<file path="src/rtl/ucode_loader.sv">
// Writable control store loader: unpacks a framed, checksummed byte stream into
// WORD_W-bit control words and holds the micro-sequencer until the image verifies.
module ucode_loader #(
    parameter int unsigned ADDR_W = 5,
    parameter int unsigned WORD_W = 20,
    parameter int unsigned DEPTH  = 32
) (
    input  logic              clk,
    input  logic              rst_n,
    input  logic              i_start,
    input  logic              i_s_valid,
    output logic              o_s_ready,
    input  logic [7:0]        i_s_data,
    output logic              o_wcs_we,
    output logic [ADDR_W-1:0] o_wcs_addr,
    output logic [WORD_W-1:0] o_wcs_wdata,
    output logic              o_busy,
    output logic              o_done,
    output logic              o_err,
    output logic              o_cpu_hold
);

    // Count register must hold DEPTH itself, so it is one bit wider than an address when DEPTH is a power of two.
    localparam int unsigned CNT_W     = $clog2(DEPTH + 1);
    localparam logic [15:0] B2_MASK_W = 16'h00FF << (WORD_W - 16);
    localparam logic [7:0]  B2_MASK   = B2_MASK_W[7:0];
    localparam logic [7:0]  HDR_BYTE  = 8'hA5;

    typedef enum logic [3:0] {
        S_IDLE, S_HDR, S_CNT, S_B0, S_B1, S_B2, S_WRITE, S_CSUM, S_DONE, S_ERR
    } state_t;

    state_t             r_state;
    logic               r_s_ready;
    logic               r_wcs_we;
    logic [ADDR_W-1:0]  r_wcs_addr;
    logic [WORD_W-1:0]  r_wcs_wdata;
    logic               r_busy;
    logic               r_done;
    logic               r_err;
    logic               r_cpu_hold;
    logic [CNT_W-1:0]   r_idx;
    logic [CNT_W-1:0]   r_cnt;
    logic [7:0]         r_csum;
    logic [7:0]         r_b0;
    logic [7:0]         r_b1;

    logic               w_xfer;
    logic               w_cnt_ok;
    logic               w_b2_ok;
    logic               w_last;
    logic [WORD_W-1:0]  w_word;

    assign w_xfer   = i_s_valid & r_s_ready;
    assign w_cnt_ok = (i_s_data != 8'd0) && (32'(i_s_data) <= DEPTH);
    assign w_b2_ok  = (i_s_data & B2_MASK) == 8'd0;
    assign w_last   = (r_idx == (r_cnt - CNT_W'(1)));
    assign w_word   = WORD_W'({i_s_data, r_b1, r_b0});

    // Frame parser, word packer and WCS write port; every output is a register updated alongside the state.
    always_ff @(posedge clk or negedge rst_n) begin
        if (!rst_n) begin
            r_state     <= S_IDLE;
            r_s_ready   <= 1'b0;
            r_wcs_we    <= 1'b0;
            r_wcs_addr  <= '0;
            r_wcs_wdata <= '0;
            r_busy      <= 1'b0;
            r_done      <= 1'b0;
            r_err       <= 1'b0;
            r_cpu_hold  <= 1'b1;
            r_idx       <= '0;
            r_cnt       <= '0;
            r_csum      <= '0;
            r_b0        <= '0;
            r_b1        <= '0;
        end else begin
            r_wcs_we <= 1'b0;
            case (r_state)
                S_IDLE, S_DONE, S_ERR: begin
                    if (i_start) begin
                        r_state    <= S_HDR;
                        r_s_ready  <= 1'b1;
                        r_busy     <= 1'b1;
                        r_done     <= 1'b0;
                        r_err      <= 1'b0;
                        r_cpu_hold <= 1'b1;
                        r_idx      <= '0;
                        r_csum     <= '0;
                    end
                end
                S_HDR: begin
                    if (w_xfer) begin
                        if (i_s_data == HDR_BYTE) begin
                            r_state <= S_CNT;
                        end else begin
                            r_state   <= S_ERR;
                            r_s_ready <= 1'b0;
                            r_busy    <= 1'b0;
                            r_err     <= 1'b1;
                        end
                    end
                end
                S_CNT: begin
                    if (w_xfer) begin
                        if (w_cnt_ok) begin
                            r_cnt   <= CNT_W'(i_s_data);
                            r_state <= S_B0;
                        end else begin
                            r_state   <= S_ERR;
                            r_s_ready <= 1'b0;
                            r_busy    <= 1'b0;
                            r_err     <= 1'b1;
                        end
                    end
                end
                S_B0: begin
                    if (w_xfer) begin
                        r_b0    <= i_s_data;
                        r_csum  <= r_csum ^ i_s_data;
                        r_state <= S_B1;
                    end
                end
                S_B1: begin
                    if (w_xfer) begin
                        r_b1    <= i_s_data;
                        r_csum  <= r_csum ^ i_s_data;
                        r_state <= S_B2;
                    end
                end
                S_B2: begin
                    // Top byte is presented straight into the write data register; bits above WORD_W are illegal.
                    if (w_xfer) begin
                        if (w_b2_ok) begin
                            r_csum      <= r_csum ^ i_s_data;
                            r_wcs_we    <= 1'b1;
                            r_wcs_addr  <= ADDR_W'(r_idx);
                            r_wcs_wdata <= w_word;
                            r_s_ready   <= 1'b0;
                            r_state     <= S_WRITE;
                        end else begin
                            r_state   <= S_ERR;
                            r_s_ready <= 1'b0;
                            r_busy    <= 1'b0;
                            r_err     <= 1'b1;
                        end
                    end
                end
                S_WRITE: begin
                    r_idx     <= r_idx + CNT_W'(1);
                    r_s_ready <= 1'b1;
                    r_state   <= w_last ? S_CSUM : S_B0;
                end
                S_CSUM: begin
                    if (w_xfer) begin
                        r_s_ready <= 1'b0;
                        r_busy    <= 1'b0;
                        if (i_s_data == r_csum) begin
                            r_state    <= S_DONE;
                            r_done     <= 1'b1;
                            r_cpu_hold <= 1'b0;
                        end else begin
                            r_state <= S_ERR;
                            r_err   <= 1'b1;
                        end
                    end
                end
                default: begin
                    r_state   <= S_IDLE;
                    r_s_ready <= 1'b0;
                    r_busy    <= 1'b0;
                end
            endcase
        end
    end

    assign o_s_ready   = r_s_ready;
    assign o_wcs_we    = r_wcs_we;
    assign o_wcs_addr  = r_wcs_addr;
    assign o_wcs_wdata = r_wcs_wdata;
    assign o_busy      = r_busy;
    assign o_done      = r_done;
    assign o_err       = r_err;
    assign o_cpu_hold  = r_cpu_hold;

endmodule
</file>
<file path="config.mk">
export PLATFORM = sky130hd
export DESIGN_NAME = ucode_loader
export DESIGN_NICKNAME = d
export VERILOG_FILES = /design/src/rtl/ucode_loader.sv
export SDC_FILE = /design/constraint.sdc
export NUM_CORES = 1
export LEC_CHECK = 0
export CORE_ASPECT_RATIO = 1.1
export CORE_MARGIN = 1.5
export CORE_UTILIZATION = 40
export CTS_CLUSTER_SIZE = 24
export DETAILED_ROUTE_END_ITERATION = 16
export SETUP_SLACK_MARGIN = 0.2
export SLEW_MARGIN = 10
export SYNTH_ARGS = -nofsm -noshare
export SYNTH_HDL_FRONTEND = slang
export SYNTH_SLANG_ARGS = --single-unit
</file>
<file path="constraint.sdc">
create_clock -name clk -period 3.4 [get_ports clk]
set_input_delay 0.34 -clock clk [delete_from_list [all_inputs] [get_ports clk]]
set_output_delay 0.34 -clock clk [all_outputs]
set_load 0.02 [all_outputs]
</file>
==> reports/metrics.yaml, run 1 <==
outcome:
  status: "finished clean"
sta:
  period_needed_ns: 2.33
  tightest_slew_ns: 0.688
  setup_viol: 0
  hold_viol_final: 0
  rsz0062_at_grt: "no"
  max_slew_margin_pct: 54.1
  fmax_ghz: 0.430
  skew_ns: 0.00656
  maxSlewViolCount: 0
  finalCritPeriodShare_pct: 68.5
  tns_ns: 0
  hold_slack_ns: 0.0307
worst_setup_path:
  cp-start-kind: "primary input"
  reg2reg_depth: 5
  crit_chain: "clkdlybuf4s50_1 > or3_4 > o31a_1 > nor4_4 > and2_4 > mux2_4"
  worstSetupEndpoint: "r_cnt[2]"
  cp_top_family: "simple AND/OR/NAND/NOR gates"
  rr_endpoint: "o_wcs_wdata[18]"
  path_class: "in2reg"
  timing.rr.start: "r_state[2]"
  arrival_ns: 2.56
  cp_max_fo: 8
  slowest_delay_ns: 0.56
  critPathLaunch: "i_s_data[4]"
  endpoint_kind: "flop"
  critical_path_depth: 6
  r2r_slack_ns: 1.09
  crit_slowest_cell: "clkdlybuf4s50_1"
  required_ns: 3.63
  crit_buf_inv: 1
global_routing:
  grt_pass1_vias: 2389
  antenna_found_initial: 0
  grt_max_degree: 32
  overflow: 0
  grt_usage_pct: 17.1
  grt_first_pass_wirelength_um: 12200
power_and_ir_drop:
  power_density_nw_per_um2: 482
  power_uw: 2000
  ir_drop_v: 0.000271
  leakage_uw: 0.00189
cts:
  cts_buffers: 9
  clkSinkCount: 71
  cts_resized: 0
  cts_buffer_depth: 2
  cts_tree: "built"
  cts-root-buf: "clkbuf_8"
  clk_latency_ns: 0.34
  post_cts_buffers: 0
  clk_transition_reported_paths_ns: 0.08
  cts_max_level: 3
  hold_buffers: 0
logic_synthesis:
  yosys_warnings: 0
  yosysTopAreaCell: "dfrtp_1"
  syn_nets: 308
  synth-edff-count: 0
  synth_most_common_cell: "dfrtp_1"
  ys_ff_latch: 71
  synthesis.area_um2: 3440
  ys_seq_area_share_pct: 51.7
  synth_top_area_share_pct: 50.9
  netlist_instances: 294
  ys_types: 53
  synthArstFlopShare_pct: 100
  synthTopCellsByArea: "dfrtp_1 (51%), mux2_2 (13%), nand2_1 (3.6%)"
  synth_common_cells: "dfrtp_1 (70), mux2_2 (41), nand2_1 (33)"
  syn_avg_cell_area_um2: 11.7
  ys.flop_type: "dfrtp_1"
floorplanning:
  floorplan.core_area_um2: 8360
  dieArea_um2: 9170
  start_util_pct: 41.1
  io_pins: 43
  die_h_um: 100
  rows: 35
  dieWidth_um: 91.4
route:
  postRouteAntennaNets: 0
  vias: 2403
  route.final.wire_length_um: 7120
  drt_iter0_markers: 94
  routedWlPerCell_um: 15.7
  post-route-drc-count: 0
  vias_per_cell: 5.29
  dr.pass1.iters: 4
final_layout:
  finalCoreUtilization_pct: 49.6
  drive_gt1_share_pct: 23.6
  diodes: 0
  fin_nets: 353
  n_fill_cell: 778
  area_growth_pct: 20.5
  fin_area_um2: 4150
min_path:
  min_path_type: "in2async"
place:
  gp_congestion: 0.771
  port_buffers: 42
  place_area_um2: 3960
  place_hpwl_um: 4810
job:
  cap_violations: 0
-- report_power, final --
part,switching (uW),internal (uW)
registers,73.7,915
clock network,321,333
logic,201,157
-- flip-flops by register name (all words and copies together), names as in the netlist --
signal       cells
o_s_ready        1
r_idx            6
o_done           1
r_b0             8
r_cnt            6
o_wcs_wdata     20
r_csum           8
o_err            1
o_busy           1
r_b1             8
o_wcs_we         1
o_wcs_addr       5
o_cpu_hold       1
r_state          4
-- metal layers --
layer,global-route usage [%],vias up,part of all wire [%]
met5,0,-,0
met4,7.93,0,1.7
met3,3.18,12,3.3
met2,26.4,49,48
met1,23.2,1202,47
li1,-,1140,-
-- cell usage in the layout (no fill, tap or decap), types with 3 or more instances in the layout --
master           netlist  routed
xnor2_1               14      14
buf_4                  2       8
clkbuf_8               0       9
nand2_1               33      33
a21oi_1                5       5
clkinv_2               0       3
mux2_2                41      41
nand3_1                7       7
and3_1                 4       4
nor3_1                 4       4
dfrtp_1               70      70
nand4_1                6       6
nor2b_1                4       4
mux2_4                 6       6
clkdlybuf4s50_1        0      41
mux2i_1                8       8
inv_1                  4       4
o21ai_0               16      16
nor2_1                15      15
-- metrics by stage --
stage / std cells / setup WS, ns
CTS: 454 / 1.06
floorplan: 294 / 1.28
finish: 454 / 1.07
detailed placement: 439 / 0.701
global placement: 439 / 0.728
global route: 454 / 0.913
-- cell type report --
class | count | area [um^2] | area share (%)
multi-input combinational | 203 | 1560 | 37.5
timing repair buffer | 50 | 475 | 11.5
inverter | 4 | 15.0 | 0.362
sequential | 71 | 1780 | 42.9
clock inverter | 6 | 61.3 | 1.48
tap | 111 | 139 | 3.35
clock buffer | 9 | 124 | 2.99
-- worst min path at each step --
stage                     startpoint            end  depth (start not counted)
after global routing           rst_n  o_wcs_addr[1]                          1
after floorplan                rst_n         o_busy                          0
after detailed placement       rst_n  o_wcs_addr[1]                          1
after CTS                      rst_n  o_wcs_addr[1]                          1
final                          rst_n  o_wcs_addr[1]                          1
after global placement         rst_n  o_wcs_addr[0]                          1
-- logic make-up (layout without fill, tap and decap cells) --
kind of cell / Yosys count / after routing / share of synthesized area (%)
AND/OR/NAND/NOR: 92 / 92 / 14.8
flip-flops: 71 / 71 / 51.7
multiplexers: 55 / 55 / 18.4
buffers and inverters: 20 / 69 / 3.13
AO/OA/AOI/OAI: 38 / 38 / 7.24
XOR/XNOR: 16 / 16 / 4.07
adder cells (fa/ha/maj): 2 / 2 / 0.727
No activity file was read; power rests on OpenSTA's default activity.
==> inputs of run 2 (changes only) <==
==> constraint.sdc (replaced) <==
create_clock -name clk -period 1.9 [get_ports clk]
set_input_delay 0.19 -clock clk [delete_from_list [all_inputs] [get_ports clk]]
set_output_delay 0.19 -clock clk [all_outputs]
set_load 0.02 [all_outputs]
==> run 2 against run 1 <==
Net effect:
- non-clock buffer count up 56
- cell area rose by 16%
- clock skew hardly changed
- sequential power is 80% higher
- critical endpoint is now o_wcs_wdata[5]
- largest power group unchanged
==> reports/metrics.yaml, run 2 (synthesis gave the netlist of run 1 again) <==
sta:
  skew_ns: 0.00646
  rsz0062_at_grt: "yes"
  maxSlewViolCount: 0
  hold_viol_final: 0
  hold_slack_ns: 0.256
  tightest_slew_ns: 0.466
  max_slew_margin_pct: 68.9
  period_needed_ns: 1.67
  layout_setup_ws_ns: 0.233
  finalCritPeriodShare_pct: 87.7
  setup_viol: 0
  fmax_ghz: 0.600
min_path:
  worstHoldPathCells: 3
  min-delay-start: "i_s_data[3]"
  min_path_type: "in2reg"
  min_to: "r_cnt[3]"
cts:
  cts_buffer_depth: 2
  cts-root-buf: "clkbuf_8"
  clk_latency_ns: 0.35
  clk_transition_reported_paths_ns: 0.07
  cts_max_level: 3
  cts_tree: "built"
  clkSinkCount: 71
  cts_buffers: 9
outcome:
  status: "finished clean"
final_layout:
  area_growth_pct: 40.4
  diodes: 0
  final_common_cell: "dfrtp_1"
  fin_nets: 409
  mostFrequentLayoutCells: "dfrtp_1 (65), buf_4 (51), clkdlybuf4s50_1 (34)"
  largest_reg_flops: 20
  drive_gt1_share_pct: 40.3
  fin_area_um2: 4830
  n_fill_cell: 702
worst_setup_path:
  path_class: "reg2reg"
  endpoint_kind: "flop"
  arrival_ns: 1.90
  rr_endpoint: "o_wcs_wdata[5]"
  crit_slowest_cell: "dfrtp_2"
  cp_max_fo: 7
  required_ns: 2.13
  timing.rr.start: "r_state[3]"
  cp-start-kind: "flop"
  r2r_slack_ns: 0.23
  slowest_delay_ns: 0.49
  reg2reg_depth: 6
  crit_chain: "nor2b_4 > nand2_2 > nor3_4 > buf_12 > clkbuf_16 > mux2_4"
route:
  route.final.wire_length_um: 8510
  vias_per_cell: 5.14
  routedWlPerCell_um: 16.6
  post-route-drc-count: 0
  dr.pass1.iters: 4
  vias: 2628
  postRouteAntennaNets: 0
  drt_iter0_markers: 86
place:
  port_buffers: 42
  place_hpwl_um: 5450
  place_area_um2: 4280
  gp_congestion: 0.865
  dp_slack_ns: -0.435
job:
  cap_violations: 0
floorplanning:
  rows: 35
  die_h_um: 100
  start_util_pct: 41.1
  io_pins: 43
  floorplan.core_area_um2: 8360
  dieArea_um2: 9170
  dieWidth_um: 91.4
global_routing:
  overflow: 0
  grt_pass1_vias: 2635
  grt_first_pass_wirelength_um: 13100
  grt_usage_pct: 18.7
  grt_max_degree: 37
  antenna_found_initial: 0
power_and_ir_drop:
  ir_drop_v: 0.000483
  power_density_nw_per_um2: 819
  leakage_uw: 0.00225
-- run 2: metal layers --
metal / GRT usage, % / part of all wire (%)
met4: 8.77 / 1.7
met1: 23.7 / 45
met2: 31.1 / 50
met3: 3.56 / 3.1
met5: 0 / 0
-- run 2: timing repair --
item | 4_1_cts | 5_1_grt
pin swaps | 6 | 9
buffers inserted | 4 | 10
cloned | 1 | 2
hold buffers | 1 | 0
endpoints found under the hold margin | 70 | 0
gates resized for setup | 29 | 41
setup endpoints to repair | 48 | 47
-- run 2: how the worst max path moves through the flow --
stage               cells past startpoint  slack [ns]        endpoint        start
detailed placement                      6       -0.44   o_wcs_addr[1]  i_s_data[4]
finish                                  6        0.23  o_wcs_wdata[5]   r_state[3]
floorplan                               7        0.01        r_cnt[0]  i_s_data[4]
CTS                                     5        0.18        r_cnt[1]   r_state[1]
global route                            6        0.15       r_csum[3]   r_state[0]
global placement                        6       -0.39   o_wcs_addr[0]  i_s_data[4]
-- run 2: metrics by stage --
step           utilization, %  cells  power [uW]  TNS, ns
6_report                 57.8    511        3960        0
5_1_grt                  57.8    511        4140        0
4_1_cts                  54.8    499        3870        0
3_5_place_dp             51.1    477        2590   -17.56
3_3_place_gp             51.1    477        2580   -16.74
2_1_floorplan               -    294        2210        0
-- run 2: critical path, delay by kind of cell (launching register included) --
kind | cells | cell delay (ns)
flip-flops | 1 | 0.49
AND/OR/NAND/NOR | 3 | 0.42
buffers and inverters | 2 | 0.32
multiplexers | 1 | 0.30
-- run 2: layout make-up --
class	count	area, um^2	share of cell area [%]
flip-flops and latches	71	1780	36.9
inverters	4	15.0	0.311
clock buffers	12	155	3.21
well taps	111	139	2.87
repair buffers	106	976	20.2
multi-input cells	203	1710	35.4
clock inverters	4	51.3	1.06
-- run 2: power breakdown --
part	total, uW	leakage (uW)	switching [uW]	internal (uW)
logic	922	0.00117	490	432
clock network	1250	0.000103	573	681
registers	1780	0.000970	135	1640
==> inputs of run 3 (changes only) <==
==> constraint.sdc (replaced) <==
create_clock -name clk -period 1.5 [get_ports clk]
set_input_delay 0.15 -clock clk [delete_from_list [all_inputs] [get_ports clk]]
set_output_delay 0.15 -clock clk [all_outputs]
set_load 0.02 [all_outputs]
==> run 3 against run 2 <==
Net effect:
- the run now ends with setup timing left
- non-clock buffer count rose by 17
- cell count rose by 3.3%
- via count rose by 4.2%
- cell area rose by 7.9%
- total power rose by 37%
- register-to-register slack got worse by 0.44 ns
- clock power rose by 23%
- sequential share of layout area fell by 2.7 points
- combinational power rose by 80%
==> reports/metrics.yaml, run 3 (synthesis gave the netlist of run 1 again) <==
outcome:
  status: "finished with violations"
  violations: "setup timing"
sta:
  hold_viol_final: 0
  skew_ns: 0.0103
  tns_ns: -8.90
  fmax_ghz: 0.585
  rsz0062_at_grt: "yes"
  maxSlewViolCount: 0
  period_needed_ns: 1.71
  max_slew_margin_pct: 75.1
  layout_setup_ws_ns: -0.209
  tightest_slew_ns: 0.371
  setup_viol: 66
  finalCritPeriodShare_pct: 114
global_routing:
  antenna_found_initial: 0
  grt_usage_pct: 20.4
  grt_pass1_vias: 2798
  grt_max_degree: 72
  grt_first_pass_wirelength_um: 14400
  overflow: 0
floorplanning:
  floorplan.core_area_um2: 8360
  die_h_um: 100
  io_pins: 43
  dieWidth_um: 91.4
  start_util_pct: 41.1
  rows: 35
  dieArea_um2: 9170
route:
  vias_per_cell: 5.19
  dr.pass1.iters: 4
  vias: 2738
  post-route-drc-count: 0
  route.final.wire_length_um: 9180
  postRouteAntennaNets: 0
  routedWlPerCell_um: 17.4
  drt_iter0_markers: 109
worst_setup_path:
  endpoint_kind: "flop"
  required_ns: 1.72
  timing.rr.start: "r_state[2]"
  path_class: "reg2reg"
  rr_endpoint: "o_wcs_wdata[5]"
  cp-start-kind: "flop"
  reg2reg_depth: 6
  cp_max_fo: 6
  r2r_slack_ns: -0.21
  arrival_ns: 1.93
final_layout:
  final_common_cell: "dfrtp_1"
  mostFrequentLayoutCells: "dfrtp_1 (66), buf_4 (56), mux2_4 (41)"
  largest_reg_flops: 20
  area_growth_pct: 51.5
  fin_nets: 426
  drive_gt1_share_pct: 48.4
  diodes: 0
  fin_area_um2: 5210
  finalCoreUtilization_pct: 62.3
place:
  place_hpwl_um: 5690
  dp_slack_ns: -0.734
  place_area_um2: 4470
  port_buffers: 42
  gp_congestion: 0.859
cts:
  clk_transition_reported_paths_ns: 0.08
  cts_max_level: 3
  clkSinkCount: 71
  cts_buffer_depth: 2
  cts_buffers: 9
  cts-root-buf: "clkbuf_8"
  cts_tree: "built"
  clk_latency_ns: 0.34
job:
  cap_violations: 0
power_and_ir_drop:
  ir_drop_v: 0.000542
  leakage_uw: 0.00258
  power_uw: 5420
  power_density_nw_per_um2: 1040
min_path:
  min_to: "r_cnt[4]"
  worstHoldPathCells: 2
  min-delay-start: "i_s_data[4]"
  min_path_type: "in2reg"
-- run 3: layout make-up --
class,count,area [um^2]
Sequential cell,71,1780
Timing Repair Buffer,123,1140
Fill cell,669,3150
Inverter,4,15.0
Clock buffer,9,124
Clock inverter,7,71.3
Multi-Input combinational cell,203,1940
Tap cell,111,139
-- run 3: power breakdown --
part / switching [uW] / total [uW] / internal, uW
logic: 831 / 1660 / 830
registers: 140 / 2220 / 2080
clock network: 765 / 1540 / 771
total: 1740 / 5420 / 3680
-- run 3: worst max-delay path: stages (launching register included) --
cell,delay (ns)
dfrtp_2,0.48
nor2b_4,0.22
nand2_2,0.10
nor3_4,0.16
buf_12,0.17
clkbuf_16,0.17
mux2_4,0.30
-- run 3: timing repair --
item,in CTS,in global routing
hold buffers,1,0
resized for setup,129,26
hold endpoints to repair,70,0
setup endpoints to repair,102,73
buffers inserted,12,4
pin swaps,21,12
cloned,2,1
-- run 3: worst max path at each step --
stage	from	end	slack [ns]	cells after the start
2_1_floorplan	i_s_data[4]	r_cnt[0]	-0.35	7
3_3_place_gp	i_s_data[4]	r_cnt[4]	-0.70	6
3_5_place_dp	i_s_data[4]	r_cnt[0]	-0.73	6
4_1_cts	r_state[0]	r_csum[2]	-0.21	7
5_1_grt	r_state[2]	r_csum[6]	-0.26	7
6_report	r_state[2]	o_wcs_wdata[5]	-0.21	6
-- run 3: metal layers --
metal / share of wire, % / track usage (%)
met1: 45 / 26.6
met2: 49 / 34.3
met3: 3.1 / 3.64
met4: 2.6 / 7.09
met5: 0 / 0
-- run 3: stage by stage --
step           std cells  hold slack [ns]
2_1_floorplan        294           -0.146
3_3_place_gp         492            0.208
3_5_place_dp         492            0.202
4_1_cts              523            0.124
5_1_grt              528            0.139
6_report             528            0.137
